$ cat config.mk
export PLATFORM = sky130hd
export DESIGN_NAME = udp_wave_unpack_flat
export DESIGN_NICKNAME = d
export VERILOG_FILES = /design/src/rtl/udp_wave_unpack_pkg.sv /design/src/rtl/udp_wave_unpack_if.sv /design/src/rtl/udp_wave_unpack_ping_pong_ctrl.sv /design/src/rtl/udp_wave_unpack.sv /design/src/flat_wrapper.sv
export SDC_FILE = /design/constraint.sdc
export NUM_CORES = 1
export LEC_CHECK = 0
export BUFFER_PORTS_ARGS = -buffer_cell sky130_fd_sc_hd__clkbuf_2
export CORE_MARGIN = 2
export CORE_UTILIZATION = 30
export DETAILED_ROUTE_END_ITERATION = 6
export SLEW_MARGIN = 10
export SYNTH_ARGS = -nofsm -noshare
export SYNTH_HDL_FRONTEND = slang
export SYNTH_HIERARCHICAL = 1
export SYNTH_SLANG_ARGS = --single-unit
$ cat constraint.sdc
create_clock -name clk -period 3.1 [get_ports clk]
set_clock_uncertainty 0.2 [all_clocks]
set_input_delay 0.155 -clock clk [delete_from_list [all_inputs] [get_ports clk]]
set_output_delay 0.155 -clock clk [all_outputs]
set_load 0.05 [all_outputs]
$ cat src/rtl/udp_wave_unpack_pkg.sv
// udp_wave_unpack_pkg
// Shared constants for the waveform unpacker: FSM state encoding (one-hot,
// 4 bits), application header length, source tag codes, default magic word,
// and small saturating/validation helpers.
package udp_wave_unpack_pkg;

   localparam logic [3:0] ST_IDLE = 4'b0001;
   localparam logic [3:0] ST_HDR  = 4'b0010;
   localparam logic [3:0] ST_DATA = 4'b0100;
   localparam logic [3:0] ST_DROP = 4'b1000;

   localparam int unsigned HDR_LEN = 4;

   localparam logic [1:0]  SRC_A         = 2'b01;
   localparam logic [1:0]  SRC_B         = 2'b10;
   localparam logic [15:0] MAGIC_DEFAULT = 16'h5AA5;

   function automatic logic [15:0] sat_add16(input logic [15:0] a, input logic [7:0] b);
      logic [16:0] s;
      s = {1'b0, a} + {9'd0, b};
      return s[16] ? 16'hFFFF : s[15:0];
   endfunction

   function automatic logic src_valid(input logic [1:0] s);
      return (s == SRC_A) || (s == SRC_B);
   endfunction

endpackage

$ cat src/rtl/udp_wave_unpack_if.sv
// udp_wave_unpack_if
// Per-byte payload stream from the UDP receive stage.
//   rec_en        byte valid, one byte per cycle
//   rec_data      payload byte
//   rec_pkt_done  high with the last byte's rec_en
//   rec_byte_num  payload length in bytes, valid with rec_pkt_done
//   wave_source   01 = A, 10 = B, valid while rec_en is high
// master: receive stage (driver), slave: unpacker (consumer).
interface udp_wave_unpack_if;
   logic        rec_en;
   logic [7:0]  rec_data;
   logic        rec_pkt_done;
   logic [15:0] rec_byte_num;
   logic [1:0]  wave_source;

   modport master (output rec_en, rec_data, rec_pkt_done, rec_byte_num, wave_source);
   modport slave  (input  rec_en, rec_data, rec_pkt_done, rec_byte_num, wave_source);
endinterface

$ cat src/rtl/udp_wave_unpack_ping_pong_ctrl.sv
// ping_pong_ctrl
// Bank selector for one source's ping-pong sample RAM.
//   clk, rst_n  clock, async active-low reset
//   commit      one-cycle strobe: the write bank becomes the readable bank
//   rd_bank     committed (readable) bank
//   wr_bank     bank currently being filled (~rd_bank)
module ping_pong_ctrl (
   input  logic clk,
   input  logic rst_n,
   input  logic commit,
   output logic rd_bank,
   output logic wr_bank
);

   always_ff @(posedge clk or negedge rst_n) begin
      if (!rst_n)
         rd_bank <= 1'b0;
      else if (commit)
         rd_bank <= ~rd_bank;
   end

   assign wr_bank = ~rd_bank;

endmodule

$ cat src/rtl/udp_wave_unpack.sv
// udp_wave_unpack
// Validates the application header of each UDP payload and packs big-endian
// 16-bit samples into a per-source ping-pong sample RAM. Good packets are
// committed as a frame (bank flip + frame_valid pulse); bad packets bump
// err_cnt and leave the committed bank alone.
// Optional macro SEQ_CHECK_EN adds per-source sequence tracking and lost_cnt.
// Ports:
//   clk, rst_n            clock, async active-low reset
//   rec                   payload stream (udp_wave_unpack_if.slave)
//   buf_wr_en/addr/data   sample RAM write, addr = {src, bank, index}
//   frame_valid           one-cycle commit pulse with frame_src, frame_len
//   rd_bank_a, rd_bank_b  committed bank per source
//   err_cnt               discarded packets, saturating
//   lost_cnt              (SEQ_CHECK_EN) missing sequence numbers, saturating
//
// state | meaning
// IDLE  | waiting for first byte of a packet
// HDR   | checking magic bytes, latching seq
// DATA  | packing sample bytes into the write bank
// DROP  | packet rejected, ignoring bytes until rec_pkt_done
module udp_wave_unpack
   import udp_wave_unpack_pkg::*;
#(
   parameter logic [15:0] MAGIC       = MAGIC_DEFAULT,
   parameter int          ADDR_W      = 10,
   parameter int          MAX_SAMPLES = 1000
) (
   input  logic                clk,
   input  logic                rst_n,
   udp_wave_unpack_if.slave    rec,
   output logic                buf_wr_en,
   output logic [ADDR_W+1:0]   buf_wr_addr,
   output logic [15:0]         buf_wr_data,
   output logic                frame_valid,
   output logic                frame_src,
   output logic [ADDR_W:0]     frame_len,
   output logic                rd_bank_a,
   output logic                rd_bank_b,
   output logic [15:0]         err_cnt
`ifdef SEQ_CHECK_EN
   ,
   output logic [15:0]         lost_cnt
`endif
);

   localparam logic [ADDR_W:0] MAX_S = (ADDR_W+1)'(MAX_SAMPLES);

   logic [3:0]      state, st_nxt;
   logic [15:0]     byte_cnt, cnt_nxt;
   logic [ADDR_W:0] samp_cnt, samp_nxt;
   logic            hdr_done, hdr_nxt;
   logic [1:0]      src_q, src_cur;
   logic [7:0]      hi_q;
   logic            wr_req, pkt_good, src_is_b;
   logic            commit_a, commit_b, wr_bank_a, wr_bank_b;

   // Source is taken straight from the bus on the first byte so a packet's
   // first cycle (and a 1-byte packet) sees the right tag.
   assign src_cur  = (state == ST_IDLE) ? rec.wave_source : src_q;
   assign src_is_b = (src_cur == SRC_B);

   always_comb begin
      st_nxt   = state;
      hdr_nxt  = hdr_done;
      samp_nxt = samp_cnt;
      wr_req   = 1'b0;
      if (rec.rec_en) begin
         case (state)
            ST_IDLE: begin
               if (!src_valid(rec.wave_source) || rec.rec_data != MAGIC[15:8])
                  st_nxt = ST_DROP;
               else
                  st_nxt = ST_HDR;
            end
            ST_HDR: begin
               if (byte_cnt == 16'd1 && rec.rec_data != MAGIC[7:0]) begin
                  st_nxt = ST_DROP;
               end else if (byte_cnt == 16'(HDR_LEN - 1)) begin
                  st_nxt  = ST_DATA;
                  hdr_nxt = 1'b1;
               end
            end
            ST_DATA: begin
               // Data starts at an even offset, so odd byte_cnt is a low byte.
               if (byte_cnt[0]) begin
                  if (samp_cnt == MAX_S) begin
                     st_nxt = ST_DROP;
                  end else begin
                     wr_req   = 1'b1;
                     samp_nxt = samp_cnt + 1'b1;
                  end
               end
            end
            default: ;
         endcase
      end
      cnt_nxt  = byte_cnt + {15'd0, rec.rec_en};
      // Judged on the post-byte view so a DROP caused by the final byte counts.
      pkt_good = rec.rec_pkt_done && (st_nxt != ST_DROP) && hdr_nxt &&
                 (cnt_nxt == rec.rec_byte_num) && !rec.rec_byte_num[0] &&
                 (rec.rec_byte_num >= 16'd6) && src_valid(src_cur);
   end

   assign commit_a = pkt_good && (src_cur == SRC_A);
   assign commit_b = pkt_good && (src_cur == SRC_B);

   ping_pong_ctrl u_pp_a (
      .clk     (clk),
      .rst_n   (rst_n),
      .commit  (commit_a),
      .rd_bank (rd_bank_a),
      .wr_bank (wr_bank_a)
   );

   ping_pong_ctrl u_pp_b (
      .clk     (clk),
      .rst_n   (rst_n),
      .commit  (commit_b),
      .rd_bank (rd_bank_b),
      .wr_bank (wr_bank_b)
   );

   always_ff @(posedge clk or negedge rst_n) begin
      if (!rst_n) begin
         state       <= ST_IDLE;
         byte_cnt    <= '0;
         samp_cnt    <= '0;
         hdr_done    <= 1'b0;
         src_q       <= '0;
         hi_q        <= '0;
         buf_wr_en   <= 1'b0;
         buf_wr_addr <= '0;
         buf_wr_data <= '0;
         frame_valid <= 1'b0;
         frame_src   <= 1'b0;
         frame_len   <= '0;
         err_cnt     <= '0;
      end else begin
         buf_wr_en   <= wr_req;
         frame_valid <= pkt_good;
         if (wr_req) begin
            buf_wr_addr <= {src_is_b, (src_is_b ? wr_bank_b : wr_bank_a), samp_cnt[ADDR_W-1:0]};
            buf_wr_data <= {hi_q, rec.rec_data};
         end
         if (pkt_good) begin
            frame_src <= src_is_b;
            frame_len <= samp_nxt;
         end
         if (rec.rec_en && state == ST_IDLE)
            src_q <= rec.wave_source;
         if (rec.rec_en && state == ST_DATA && !byte_cnt[0])
            hi_q <= rec.rec_data;
         if (rec.rec_pkt_done) begin
            state    <= ST_IDLE;
            byte_cnt <= '0;
            samp_cnt <= '0;
            hdr_done <= 1'b0;
            if (!pkt_good)
               err_cnt <= sat_add16(err_cnt, 8'd1);
         end else begin
            state    <= st_nxt;
            byte_cnt <= cnt_nxt;
            samp_cnt <= samp_nxt;
            hdr_done <= hdr_nxt;
         end
      end
   end

`ifdef SEQ_CHECK_EN
   logic [7:0] seq_q, exp_a, exp_b;
   logic       seeded_a, seeded_b;

   always_ff @(posedge clk or negedge rst_n) begin
      if (!rst_n) begin
         seq_q    <= '0;
         exp_a    <= '0;
         exp_b    <= '0;
         seeded_a <= 1'b0;
         seeded_b <= 1'b0;
         lost_cnt <= '0;
      end else begin
         if (rec.rec_en && state == ST_HDR && byte_cnt == 16'd2)
            seq_q <= rec.rec_data;
         // Gap is modulo 256, so a wrapped sequence counts forward.
         if (commit_a) begin
            if (seeded_a)
               lost_cnt <= sat_add16(lost_cnt, seq_q - exp_a);
            exp_a    <= seq_q + 8'd1;
            seeded_a <= 1'b1;
         end
         if (commit_b) begin
            if (seeded_b)
               lost_cnt <= sat_add16(lost_cnt, seq_q - exp_b);
            exp_b    <= seq_q + 8'd1;
            seeded_b <= 1'b1;
         end
      end
   end
`endif

endmodule
$ cat src/flat_wrapper.sv
// flat-port wrapper written by rule: the top's interface ports become plain ports
module udp_wave_unpack_flat import udp_wave_unpack_pkg::*;
#(
   parameter logic [15:0] MAGIC       = MAGIC_DEFAULT,
   parameter int          ADDR_W      = 10,
   parameter int          MAX_SAMPLES = 1000
)
  (clk, rst_n, buf_wr_en, buf_wr_addr, buf_wr_data, frame_valid, frame_src, frame_len, rd_bank_a, rd_bank_b, err_cnt, rec_rec_en, rec_rec_data, rec_rec_pkt_done, rec_rec_byte_num, rec_wave_source);
  udp_wave_unpack_if rec_i ();
  input  logic clk;
  input  logic rst_n;
  output logic buf_wr_en;
  output logic [ADDR_W+1:0] buf_wr_addr;
  output logic [15:0] buf_wr_data;
  output logic frame_valid;
  output logic frame_src;
  output logic [ADDR_W:0] frame_len;
  output logic rd_bank_a;
  output logic rd_bank_b;
  output logic [15:0] err_cnt;
  input wire logic [$bits(rec_i.rec_en)-1:0] rec_rec_en;
  input wire logic [$bits(rec_i.rec_data)-1:0] rec_rec_data;
  input wire logic [$bits(rec_i.rec_pkt_done)-1:0] rec_rec_pkt_done;
  input wire logic [$bits(rec_i.rec_byte_num)-1:0] rec_rec_byte_num;
  input wire logic [$bits(rec_i.wave_source)-1:0] rec_wave_source;
  assign rec_i.rec_en = rec_rec_en;
  assign rec_i.rec_data = rec_rec_data;
  assign rec_i.rec_pkt_done = rec_rec_pkt_done;
  assign rec_i.rec_byte_num = rec_rec_byte_num;
  assign rec_i.wave_source = rec_wave_source;
  udp_wave_unpack #(.MAGIC(MAGIC), .ADDR_W(ADDR_W), .MAX_SAMPLES(MAX_SAMPLES)) u_core (.clk(clk), .rst_n(rst_n), .rec(rec_i), .buf_wr_en(buf_wr_en), .buf_wr_addr(buf_wr_addr), .buf_wr_data(buf_wr_data), .frame_valid(frame_valid), .frame_src(frame_src), .frame_len(frame_len), .rd_bank_a(rd_bank_a), .rd_bank_b(rd_bank_b), .err_cnt(err_cnt));
endmodule
==> results.cfg <==
[status]
outcome = finished with violations
violations = negative setup slack

[placed_design]
placed_area_mm2 = 0.00642
dp_hpwl_mm = 10.5
preCtsSetupSlack_ns = -0.324
dp.cells = 872
port_buffers = 89
gp_congestion = 0.941

[setup_path]
cp_cell_sequence = ha_4 -> ha_4 -> and3_4 -> nand3_1 -> or2_2 -> a222oi_1 -> and3_1 -> nand4_2 -> buf_4 -> buf_4 -> and2_1 -> mux2_4
path_max_fanout = 7
cpLargestDelayFamily = simple AND/OR/NAND/NOR gates
cp.arrival_ns = 3.29
cp_num_buf_inv = 2
end_kind = register
path_class = register to register
startpoint_type = register
slowest_stage = a222oi_1
cp_slowest_stage_delay_ns = 0.40
crit_required_ns = 3.13

[detailed_routing]
wl_per_cell_um = 16.0
drc = 0
first_iter_violations = 311
first_pass_iters = 5
viasPerCell = 5.03
vias = 4572
drt_wl_total_mm = 14.5
ant_nets = 0

[synth]
ys_async_sr_fraction_pct = 100
synth_edf_count = 0
yosys_most_used_dff = dfrtp_1
ys_seq_area_share_pct = 48.6
synth_warnings = 6
ys_seq_elements = 102
synth_nets = 550
synthCells = 513
synth.distinct_cells = 54
synth_area_per_cell_um2 = 10.2
synth_area_mm2 = 0.00525

[layout]
num_antenna_cells = 0
final_util_pct = 41.2
stdcell_area_mm2 = 0.00710
drive_gt1_share_pct = 37.3
area_delta_synth_final_pct = 35.2
nets = 716
nFillCells = 1667
finalNonFillerCells = 909

[run]
maxCapViolCount = 0

[sta]
rsz0062_at_grt = true
setup_ws_ns = -0.155
fin_crit_ns = 3.26
relSlewSlack_pct = 39.8
fin_crit_sh_pct = 105
worst_pin_slew_ns = 0.903
hold_viol_final = 0
setup-violations-final = 23
holdWs_ns = 0.0620
maxSlewViolCount = 0
totalNegativeSetupSlack_ns = -1.24
fmax_mhz = 307

[clock_network]
root_buffer = clkbuf_16
clock-sinks = 102
cts_tree = built
htree_levels = 3
path_clk_slew_ns = 0.07
insertion_delay_ns = 0.35
clock_path_buffers = 2
numCtsBuffers = 9

[global_routing]
grt_pass1_vias = 4714
grt_max_degree = 71
grt_pass1_wl_mm = 23.8
grt-ovfl-total = 0
antenna_found_initial = 0
grt_util_all_layers_pct = 16.3

[floorplanning]
coreArea_mm2 = 0.0172
die_h_um = 136
rows = 48
fp.dieW_um = 136
ios = 90
die-area_mm2 = 0.0186
start_util_pct = 30.5

[power_and_ir_drop]
powerDensity_mw_per_mm2 = 453
leakage_nw = 3.50
power_mw = 3.22
ir_worst_vdd_mv = 0.366

[worst_hold_path]
hp-class = primary input to register
==> cell usage in the layout (no fill, tap or decap), drive strengths merged, types with 3 or more instances in the layout <==
cell and instances:
dfrtp 101, clkbuf 99, buf 82, nor2 66
mux2 45, nand2 33, nand3 23, xor2 20
nand4 19, xnor2 18, inv 14, a21oi 13
a21o 13, dlygate4sd3 11, and3 10, nor4 10
nor2b 9, nor3 9, o21ai 8, mux2i 7
ha 7, a31oi 6, o22a 5, and4 5
nand2b 5, or4 4, and2 4, or3 3
nor4b 3
==> logic make-up after synthesis <==
logic type	share of synthesized area (%)
AOI/OAI and AO/OA	8.26
and+or+nand+nor	21.1
adders and majority gates	1.67
muxes	11.1
DFF	48.6
buffers and inverters	3.02
xor gates and xnor gates	6.33
==> path summary, 6_finish.rpt <==
| check | slack [ns] | depth (start not counted) | end | startpoint |
|---|---|---|---|---|
| setup reg to reg | -0.16 | 12 | u_core/err_cnt[0] | u_core/byte_cnt[0] |
| setup / recovery | -0.16 | 12 | u_core/err_cnt[0] | u_core/byte_cnt[0] |
| max in group asynchronous | 1.59 | 3 | u_core/samp_cnt[4] | rst_n |
| min in group asynchronous | 0.28 | 2 | u_core/byte_cnt[11] | rst_n |
| hold / removal | 0.06 | 3 | u_core/byte_cnt[0] | rec_rec_en |
| hold reg to reg | 0.28 | 1 | u_core/frame_len[7] | u_core/frame_len[7] |
==> cell usage after synthesis, types with 2 or more instances <==
master,count,share of area (%)
nand3_1,23,2.2
nand2_1,33,2.4
and4_1,5,0.83
a31oi_1,6,0.71
nand2b_1,5,0.60
o22a_1,5,0.83
ha_1,7,1.7
nand4_1,18,2.1
a21oi_1,13,1.2
a211o_1,2,0.33
nor2_1,66,4.7
nor2b_1,9,1.1
buf_2,10,0.95
xnor2_1,18,3.0
o2111ai_1,2,0.33
xor2_1,20,3.3
dfrtp_1,101,48
and3_1,10,1.2
or4_1,4,0.57
mux2i_1,7,1.3
and2_1,4,0.48
or4bb_1,2,0.43
or2_2,2,0.24
or3_1,3,0.36
nor4b_1,3,0.50
clkbuf_1,15,1.1
nor4_1,10,1.2
mux2_2,44,9.4
o211ai_1,2,0.29
o21ai_0,8,0.76
a21o_1,13,1.9
buf_1,2,0.14
nor3_1,9,0.86
inv_1,12,0.86
==> metal layers <==
metal	share of wire, %	track usage, %	vias up
met5	0	0	-
met4	2.1	5.61	0
li1	-	-	2171
met3	4.9	3.77	22
met2	49	27.1	125
met1	44	20.8	2254
==> worst reg2reg max path, cell delays in order (launching register included) <==
cell and delay [ns]:
dfrtp_1 0.38, ha_4 0.17, ha_4 0.15, and3_4 0.23, nand3_1 0.10, or2_2 0.31, a222oi_1 0.40, and3_1 0.27
nand4_2 0.18, buf_4 0.19, buf_4 0.13, and2_1 0.16, mux2_4 0.27
==> repair_timing <==
| item | 4_1_cts | 5_1_grt |
|---|---|---|
| hold buffers | 11 | 0 |
| resized for setup | 23 | 7 |
| pin swaps | 8 | 7 |
| endpoints found under the hold margin | 85 | 0 |
| gates cloned | 1 | 0 |
| buffers inserted | 7 | 3 |
| endpoints found under the setup margin | 30 | 30 |
==> layout make-up <==
type | instances | area, µm² | area share, %
clock buffers | 11 | 243 | 3.42
clock inverters | 5 | 90.1 | 1.27
inverters | 12 | 45.0 | 0.634
multi-input cells | 372 | 2670 | 37.6
flip-flops and latches | 102 | 2550 | 36.0
well taps | 225 | 282 | 3.96
repair buffers | 182 | 1210 | 17.1
==> where the power goes <==
| part | total (mW) | internal, mW | switching (mW) |
|---|---|---|---|
| registers | 1.46 | 1.38 | 0.0727 |
| clock network | 1.27 | 0.742 | 0.525 |
| logic | 0.496 | 0.169 | 0.327 |
==> flip-flops by register name (all words and copies together) (netlist names) <==
name                   count
u_core/frame_valid         1
u_core/samp_cnt           11
u_core/frame_src           1
u_core/buf_wr_addr        12
u_core/src_q               2
u_core/byte_cnt           16
u_core/buf_wr_en           1
u_core/u_pp_a/rd_bank      1
u_core/hi_q                8
u_core/buf_wr_data        16
u_core/frame_len          11
u_core/state               4
u_core/u_pp_b/rd_bank      1
u_core/err_cnt            16
u_core/hdr_done            1
Note: power is estimated with default switching activity, not from simulation.
